### src/rtl/sap1_program_loader.sv
// Host-side SAP-1 programmer: streams 16 bytes into RAM, releases clear, waits
// for halt (or timeout) and captures the display register.
module sap1_program_loader #(
  parameter int WE_CYCLES      = 2,
  parameter int CLR_CYCLES     = 3,
  parameter int TIMEOUT_CYCLES = 1024
) (
  input  logic       CLK,
  input  logic       CLR,
  input  logic       in_valid,
  input  logic [7:0] in_data,
  output logic       in_ready,
  input  logic       restart,
  input  logic       HLT_bar,
  input  logic [7:0] display,
  output logic [3:0] programmer_address,
  output logic [7:0] programmer_data,
  output logic       read_or_write,
  output logic       run_or_prog,
  output logic       sap_clr,
  output logic       sap_clr_bar,
  output logic [7:0] result,
  output logic       done,
  output logic       timeout
);

  localparam int PH_MAX = (WE_CYCLES > CLR_CYCLES) ? WE_CYCLES : CLR_CYCLES;
  localparam int PW     = $clog2(PH_MAX + 1);
  localparam int TW     = (TIMEOUT_CYCLES > 2) ? $clog2(TIMEOUT_CYCLES) : 1;

  // LOAD take byte | SETUP/WRITE/HOLD strobe RAM | RUNCLR clear SAP | RUN await halt | DONE
  typedef enum logic [2:0] {
    S_LOAD,
    S_SETUP,
    S_WRITE,
    S_HOLD,
    S_RUNCLR,
    S_RUN,
    S_DONE
  } state_t;

  state_t        state_q, state_d;
  logic [3:0]    addr_q, addr_d;
  logic [7:0]    data_q, data_d;
  logic [PW-1:0] ph_q, ph_d;
  logic [TW-1:0] tmr_q, tmr_d;
  logic [7:0]    result_q, result_d;
  logic          timeout_q, timeout_d;
  logic          hs_meta_q, hs_q;

  always_ff @(posedge CLK) begin
    if (CLR) begin
      state_q   <= S_LOAD;
      addr_q    <= 4'd0;
      data_q    <= 8'hFF;
      ph_q      <= '0;
      tmr_q     <= '0;
      result_q  <= 8'h00;
      timeout_q <= 1'b0;
      hs_meta_q <= 1'b1;
      hs_q      <= 1'b1;
    end else begin
      state_q   <= state_d;
      addr_q    <= addr_d;
      data_q    <= data_d;
      ph_q      <= ph_d;
      tmr_q     <= tmr_d;
      result_q  <= result_d;
      timeout_q <= timeout_d;
      hs_meta_q <= HLT_bar;
      hs_q      <= hs_meta_q;
    end
  end

  always_comb begin
    state_d   = state_q;
    addr_d    = addr_q;
    data_d    = data_q;
    ph_d      = ph_q;
    tmr_d     = tmr_q;
    result_d  = result_q;
    timeout_d = timeout_q;
    case (state_q)
      S_LOAD: begin
        if (in_valid) begin
          data_d  = ~in_data;
          state_d = S_SETUP;
        end
      end
      S_SETUP: begin
        ph_d    = PW'(WE_CYCLES - 1);
        state_d = S_WRITE;
      end
      S_WRITE: begin
        if (ph_q == '0) begin
          state_d = S_HOLD;
        end else begin
          ph_d = ph_q - 1'b1;
        end
      end
      S_HOLD: begin
        if (addr_q == 4'hF) begin
          ph_d    = PW'(CLR_CYCLES);
          state_d = S_RUNCLR;
        end else begin
          addr_d  = addr_q + 4'd1;
          state_d = S_LOAD;
        end
      end
      // sap_clr is high while ph_q counts down, then one low cycle before RUN
      S_RUNCLR: begin
        if (ph_q == '0) begin
          tmr_d   = TW'(TIMEOUT_CYCLES - 1);
          state_d = S_RUN;
        end else begin
          ph_d = ph_q - 1'b1;
        end
      end
      S_RUN: begin
        if (!hs_q) begin
          result_d  = display;
          timeout_d = 1'b0;
          state_d   = S_DONE;
        end else if (tmr_q == '0) begin
          result_d  = display;
          timeout_d = 1'b1;
          state_d   = S_DONE;
        end else begin
          tmr_d = tmr_q - 1'b1;
        end
      end
      S_DONE: begin
        if (restart) begin
          addr_d    = 4'd0;
          timeout_d = 1'b0;
          state_d   = S_LOAD;
        end
      end
      default: state_d = S_LOAD;
    endcase
  end

  assign in_ready           = (state_q == S_LOAD) && !CLR;
  assign programmer_address = addr_q;
  assign programmer_data    = data_q;
  assign read_or_write      = (state_q != S_WRITE);
  assign run_or_prog        = (state_q == S_RUNCLR) || (state_q == S_RUN) || (state_q == S_DONE);
  assign sap_clr            = (state_q inside {S_LOAD, S_SETUP, S_WRITE, S_HOLD}) ||
                              ((state_q == S_RUNCLR) && (ph_q != '0));
  assign sap_clr_bar        = !sap_clr;
  assign result             = result_q;
  assign done               = (state_q == S_DONE);
  assign timeout            = timeout_q;

endmodule

### config.mk
export PLATFORM = sky130hd
export DESIGN_NAME = sap1_program_loader
export DESIGN_NICKNAME = d
export VERILOG_FILES = /design/src/rtl/sap1_program_loader.sv
export SDC_FILE = /design/constraint.sdc
export NUM_CORES = 1
export LEC_CHECK = 0
export BUFFER_PORTS_ARGS = -buffer_cell sky130_fd_sc_hd__buf_2
export CAP_MARGIN = 5
export CORE_ASPECT_RATIO = 0.75
export CORE_UTILIZATION = 53
export CTS_CLUSTER_SIZE = 24
export DETAILED_ROUTE_END_ITERATION = 8
export PLACE_DENSITY = 0.75
export SYNTH_ARGS = -nofsm -noshare
export SYNTH_HDL_FRONTEND = slang
export SYNTH_SLANG_ARGS = --single-unit
### constraint.sdc
create_clock -name CLK -period 2.9 [get_ports CLK]
set_clock_uncertainty 0.15 [all_clocks]
set_input_delay 0 -clock CLK [delete_from_list [all_inputs] [get_ports CLK]]
set_output_delay 0 -clock CLK [all_outputs]
set_load 0.1 [all_outputs]
# Yosys cells after proc, flatten, opt, wreduce, memory -nomap -nowiden
# Index checks and enable logic that the tools add are counted.
[word_totals]
regBits = 38
[op_classes]
add_sub_neg = 3
eq_ne = 19
n_mux = 24
bitwise_logic = 1
reduce_logical = 24
[ops]
columns = ["operator", "n"]
rows = [
  ["10-bit 2-to-1 mux", 3],
  ["3-bit 2-to-1 mux", 7],
  ["3-bit one-hot mux with 7 select lines", 1],
  ["10-bit one-hot mux with 2 select lines", 1],
  ["2-bit inequality test, second input constant", 9],
  ["8-bit 2-to-1 mux", 2],
  ["10-bit zero test", 1],
  ["10-bit by 1-bit subtractor with 10-bit output, second input constant", 1],
  ["3-bit == test, second input constant", 3],
  ["3-bit AND reduction", 3],
  ["4-bit 2-to-1 mux", 2],
  ["8-bit NOT", 1],
  ["4-bit one-hot mux with 2 select lines", 1],
  ["2-bit nonzero test", 4],
  ["3-bit by 2-bit == test with 1-bit output, second input constant", 2],
  ["2-bit one-hot mux with 3 select lines", 1],
  ["5-bit AND reduction", 1],
  ["4-bit by 1-bit adder with 4-bit output, second input constant", 1],
  ["4-bit == test, second input constant", 1],
  ["2-bit 2-to-1 mux", 2],
  ["2-bit AND reduction", 2],
  ["4-bit AND reduction", 1],
  ["4-bit nonzero test", 1],
  ["3-bit by 1-bit == test with 1-bit output, second input constant", 1],
  ["13 further kinds", 19],
]

# Depth between registers and ports, before layout
[depth]
depth_word = 4
depth_mapped = 7
depth_no_buf = 6

# Worst setup path before layout
# OpenSTA, ideal clock, no wires.
[synth_path]
kind = "register -> output"
startpoint = "register state_q[0]"
endpoint = "output in_ready"
arrival_time_ns = 3.594
slack_ns = -0.844
path_stages_with_launch = 4
n_path_buf = 2
cell_sequence = "dfxtp_1 > buf_2 > buf_1 > nor4_1"
[synth_between]
elab_chain_len = 2
[synth_rtl]
columns = ["element", "line", "text"]
rows = [
  ["start, declared", "42", "state_t state_q, state_d;"],
  ["start signal, assigned", "63", "state_q <= state_d;"],
  ["3-bit zero test", "143", "assign in_ready = (state_q == S_LOAD) && !CLR;"],
  ["1-bit logical AND", "143", ""],
  ["end, declared", "12", "output logic in_ready,"],
]
# Every way passes these cells.

# Worst setup path in the final report
[layout_path]
startpoint = "register tmr_q[0]"
endpoint = "register result_q[6], in the netlist result[6]"
[layout_between]
elab_chain_len = 3
[layout_rtl]
columns = ["element", "line", "text"]
rows = [
  ["start, declared", "46", "logic [TW-1:0] tmr_q, tmr_d;"],
  ["start signal, assigned", "67", "tmr_q <= tmr_d;"],
  ["10-bit zero test", "124", "end else if (tmr_q == '0) begin"],
  ["2-bit by 1-bit inequality test with 1-bit output (no line)", "n/a", ""],
  ["2-bit AND reduction (no line)", "n/a", ""],
  ["end signal, assigned", "68", "result_q <= result_d;"],
  ["end, declared", "47", "logic [7:0] result_q, result_d;"],
]
# Every way passes these cells.
# A chain may end at the register's enable or synchronous reset.

==> out/metrics.cfg <==
[sta]
maxSlewHeadroom_pct = 62.61
holdWs_ns = 0.06923
finalSetupTns_ns = 0
worst_pin_slew_ns = 0.5593
drv_slew = 0
period_share_pct = 76.53
rsz0062_at_grt = false
period_minus_slack_ns = 2.219
max_freq_ghz = 0.4506
setup_violations = 0
setup_ws_ns = 0.6805
hold_viol_final = 0

[power]
p_comb_share_pct = 20.2
total_power_mw = 1.398
peakVddDrop_mv = 0.4501
clkPwrFrac_pct = 39.4
leakagePower_nw = 1.025
switching_power_mw = 0.4300
p_sw_share_pct = 30.76
seq_power_share_pct = 40.4
p_per_area_nw_per_um2 = 550.2
internal_power_mw = 0.9681

[clock_network]
cts_setup_buffers = 0
cts_num_sinks = 38
ctsResizeCount = 0
htree_levels = 2
clock_latency_ns = 0.30
numCtsBuffers = 5
clockBufferDepth = 2
cts-root-buf = clkbuf_8
path_clk_slew_ns = 0.08
cts_tree = done

[synth]
synth.area.top_cells = dfxtp_1 (39%), a21oi_1 (5.1%), a31o_1 (4.9%)
yosysWarnings = 0
synth_nets = 258
syn_avg_cell_area_um2 = 8.368
yosysMostFrequentCell = dfxtp_1
synthTopCellsByCount = dfxtp_1 (38), nand2_1 (25), a21oi_1 (20), o21ai_0 (12), a31o_1 (11)
async_flop_share_pct = 0
syn_area_um2 = 1958
yosysTopAreaCellShare_pct = 38.85
ys_ff_latch = 38
synth_edf_count = 0
postSynthCellCount = 234
synthFlopType = dfxtp_1
ys_types = 50
yosys.area.top_type = dfxtp_1
seq_area_frac_synth_pct = 38.85

[finish]
syn_to_final_growth_pct = 29.78
n_fill_cell = 246
final_nets = 319
multiInputGateArea_um2 = 1084
final_util_pct = 74.72
diodes = 0
stdcell_area_um2 = 2541
instances_no_fill = 346
drive_gt1_share_pct = 25.00
seq_area_um2 = 760.7

[floorplan]
die_x_um = 72.19
die_h_um = 54.64
initial_core_util_pct = 57.58
ios = 48
rows = 18
die_area_um2 = 3944
coreArea_um2 = 3401

[outcome]
outcome = complete, no violations

[routing]
wl_met3_um = 178
vias = 1920
top_layer = met4
drt_wl_total_mm = 4.890
route.met2.wl_mm = 2.281
drtIter0Drc = 140
drtAntennaViolNets = 0
wl_met1_mm = 2.362
drt_first_pass_iters = 4
post_drt_wl_per_cell_um = 14.13
vias_per_cell = 5.549
drc_errors = 0

[placement]
portBuffers = 47
preCtsSetupSlack_ns = 0.7384
dpl-instance-area_um2 = 2213
dp_hpwl_mm = 3.064
dp.cells = 319
gp_congestion = 0.8515

[worst_setup_path]
r2r_slack_ns = 0.68
start_kind = flop
timing.rr.end = result[6]
timing.rr.start = tmr_q[0]
criticalPathCategory = flop to flop
worstPathArrival_ns = 2.31
required_ns = 2.99
r2r_cells = 6
cp-end-kind = flop
critPathMaxFanout = 8

[global_route]
grt_max_degree = 29
grt_pass1_vias = 1646
track_usage_pct = 25.36
antenna_found_initial = 0
grt_pass1_wl_mm = 7.472
grt_overflow = 0

[min_path]
min_to = state_q[0]
min_from = in_valid
hold_depth = 4
min_path_type = input port to flop

[job]
maxCapViolCount = 0

==> worst max-delay path, stage by stage (launching register included) <==
cell	delay [ns]
dfxtp_1	0.34
inv_1	0.06
ha_1	0.20
or4b_4	0.51
o31ai_4	0.32
and2_1	0.37
a31o_1	0.20
==> cells in the final DEF (no fill, tap or decap), types with 2 or more instances in the layout <==
master / n
buf_2: 47
dfxtp_1: 38
nand2_1: 25
a21oi_1: 20
dlygate4sd3_1: 19
o21ai_0: 12
a31o_1: 11
inv_1: 10
nor2_1: 10
nor3_1: 8
a31oi_1: 8
o211ai_1: 8
nand3_1: 7
nand2b_1: 6
nand4_1: 6
clkbuf_8: 5
buf_4: 4
or2_2: 3
or4_1: 3
o31ai_1: 3
a211oi_1: 3
ha_1: 3
nor2b_1: 2
and3b_1: 2
and2_1: 2
or3_1: 2
o21a_1: 2
bufinv_16: 2
==> cells by family after synthesis <==
family | Yosys count | share of synthesized area (%)
buffers and inverters | 27 | 6.134
DFF | 38 | 38.85
and+or+nand+nor | 90 | 26.14
muxes | 2 | 1.086
AOI/OAI and AO/OA | 74 | 25.88
adders and majority gates | 3 | 1.917
==> what timing repair did <==
action / in CTS / in global routing
endpoints found under the hold margin: 23 / 0
setup endpoints to repair: 0 / 0
hold buffers: 19 / 0
==> final cells by class <==
class / instances / share of cell area (%)
Clock buffer: 5 / 2.708
Sequential cell: 38 / 29.94
Multi-Input combinational cell: 169 / 42.64
Timing Repair Buffer: 70 / 17.92
Tap cell: 50 / 2.462
Clock inverter: 3 / 2.708
Inverter: 11 / 1.625
==> flip-flops by register name, indices dropped and copies added, names as in the netlist <==
signal,count
state_q,3
ph_q,2
result,8
hs_q,1
programmer_data,8
hs_meta_q,1
programmer_address,4
tmr_q,10
timeout,1
==> layer usage <==
metal / track usage (%) / vias to the layer above
met2: 41.28 / 42
met3: 6.446 / 7
met4: 9.804 / 0
met5: 0 / -
met1: 32.77 / 886
li1: - / 985
==> power groups by stage <==
stage,sequential [mW],clock [mW],combinational [mW]
final,0.565,0.551,0.282
after global placement,0.576,0,0.257
after floorplan,0.658,0,0.127
after global routing,0.568,0.576,0.302
after detailed placement,0.576,0,0.258
after CTS,0.564,0.555,0.280
==> worst max path at each step <==
stage	startpoint	endpoint	slack, ns	cells after the start
2_1_floorplan	state_q[0]	sap_clr_bar	0.33	5
3_3_place_gp	tmr_q[0]	result[3]	0.77	6
3_5_place_dp	tmr_q[0]	result[6]	0.74	6
4_1_cts	tmr_q[0]	result[6]	0.68	6
5_1_grt	tmr_q[0]	result[6]	0.58	6
6_report	tmr_q[0]	result[6]	0.68	6
Note: power is estimated with default switching activity, not from simulation.
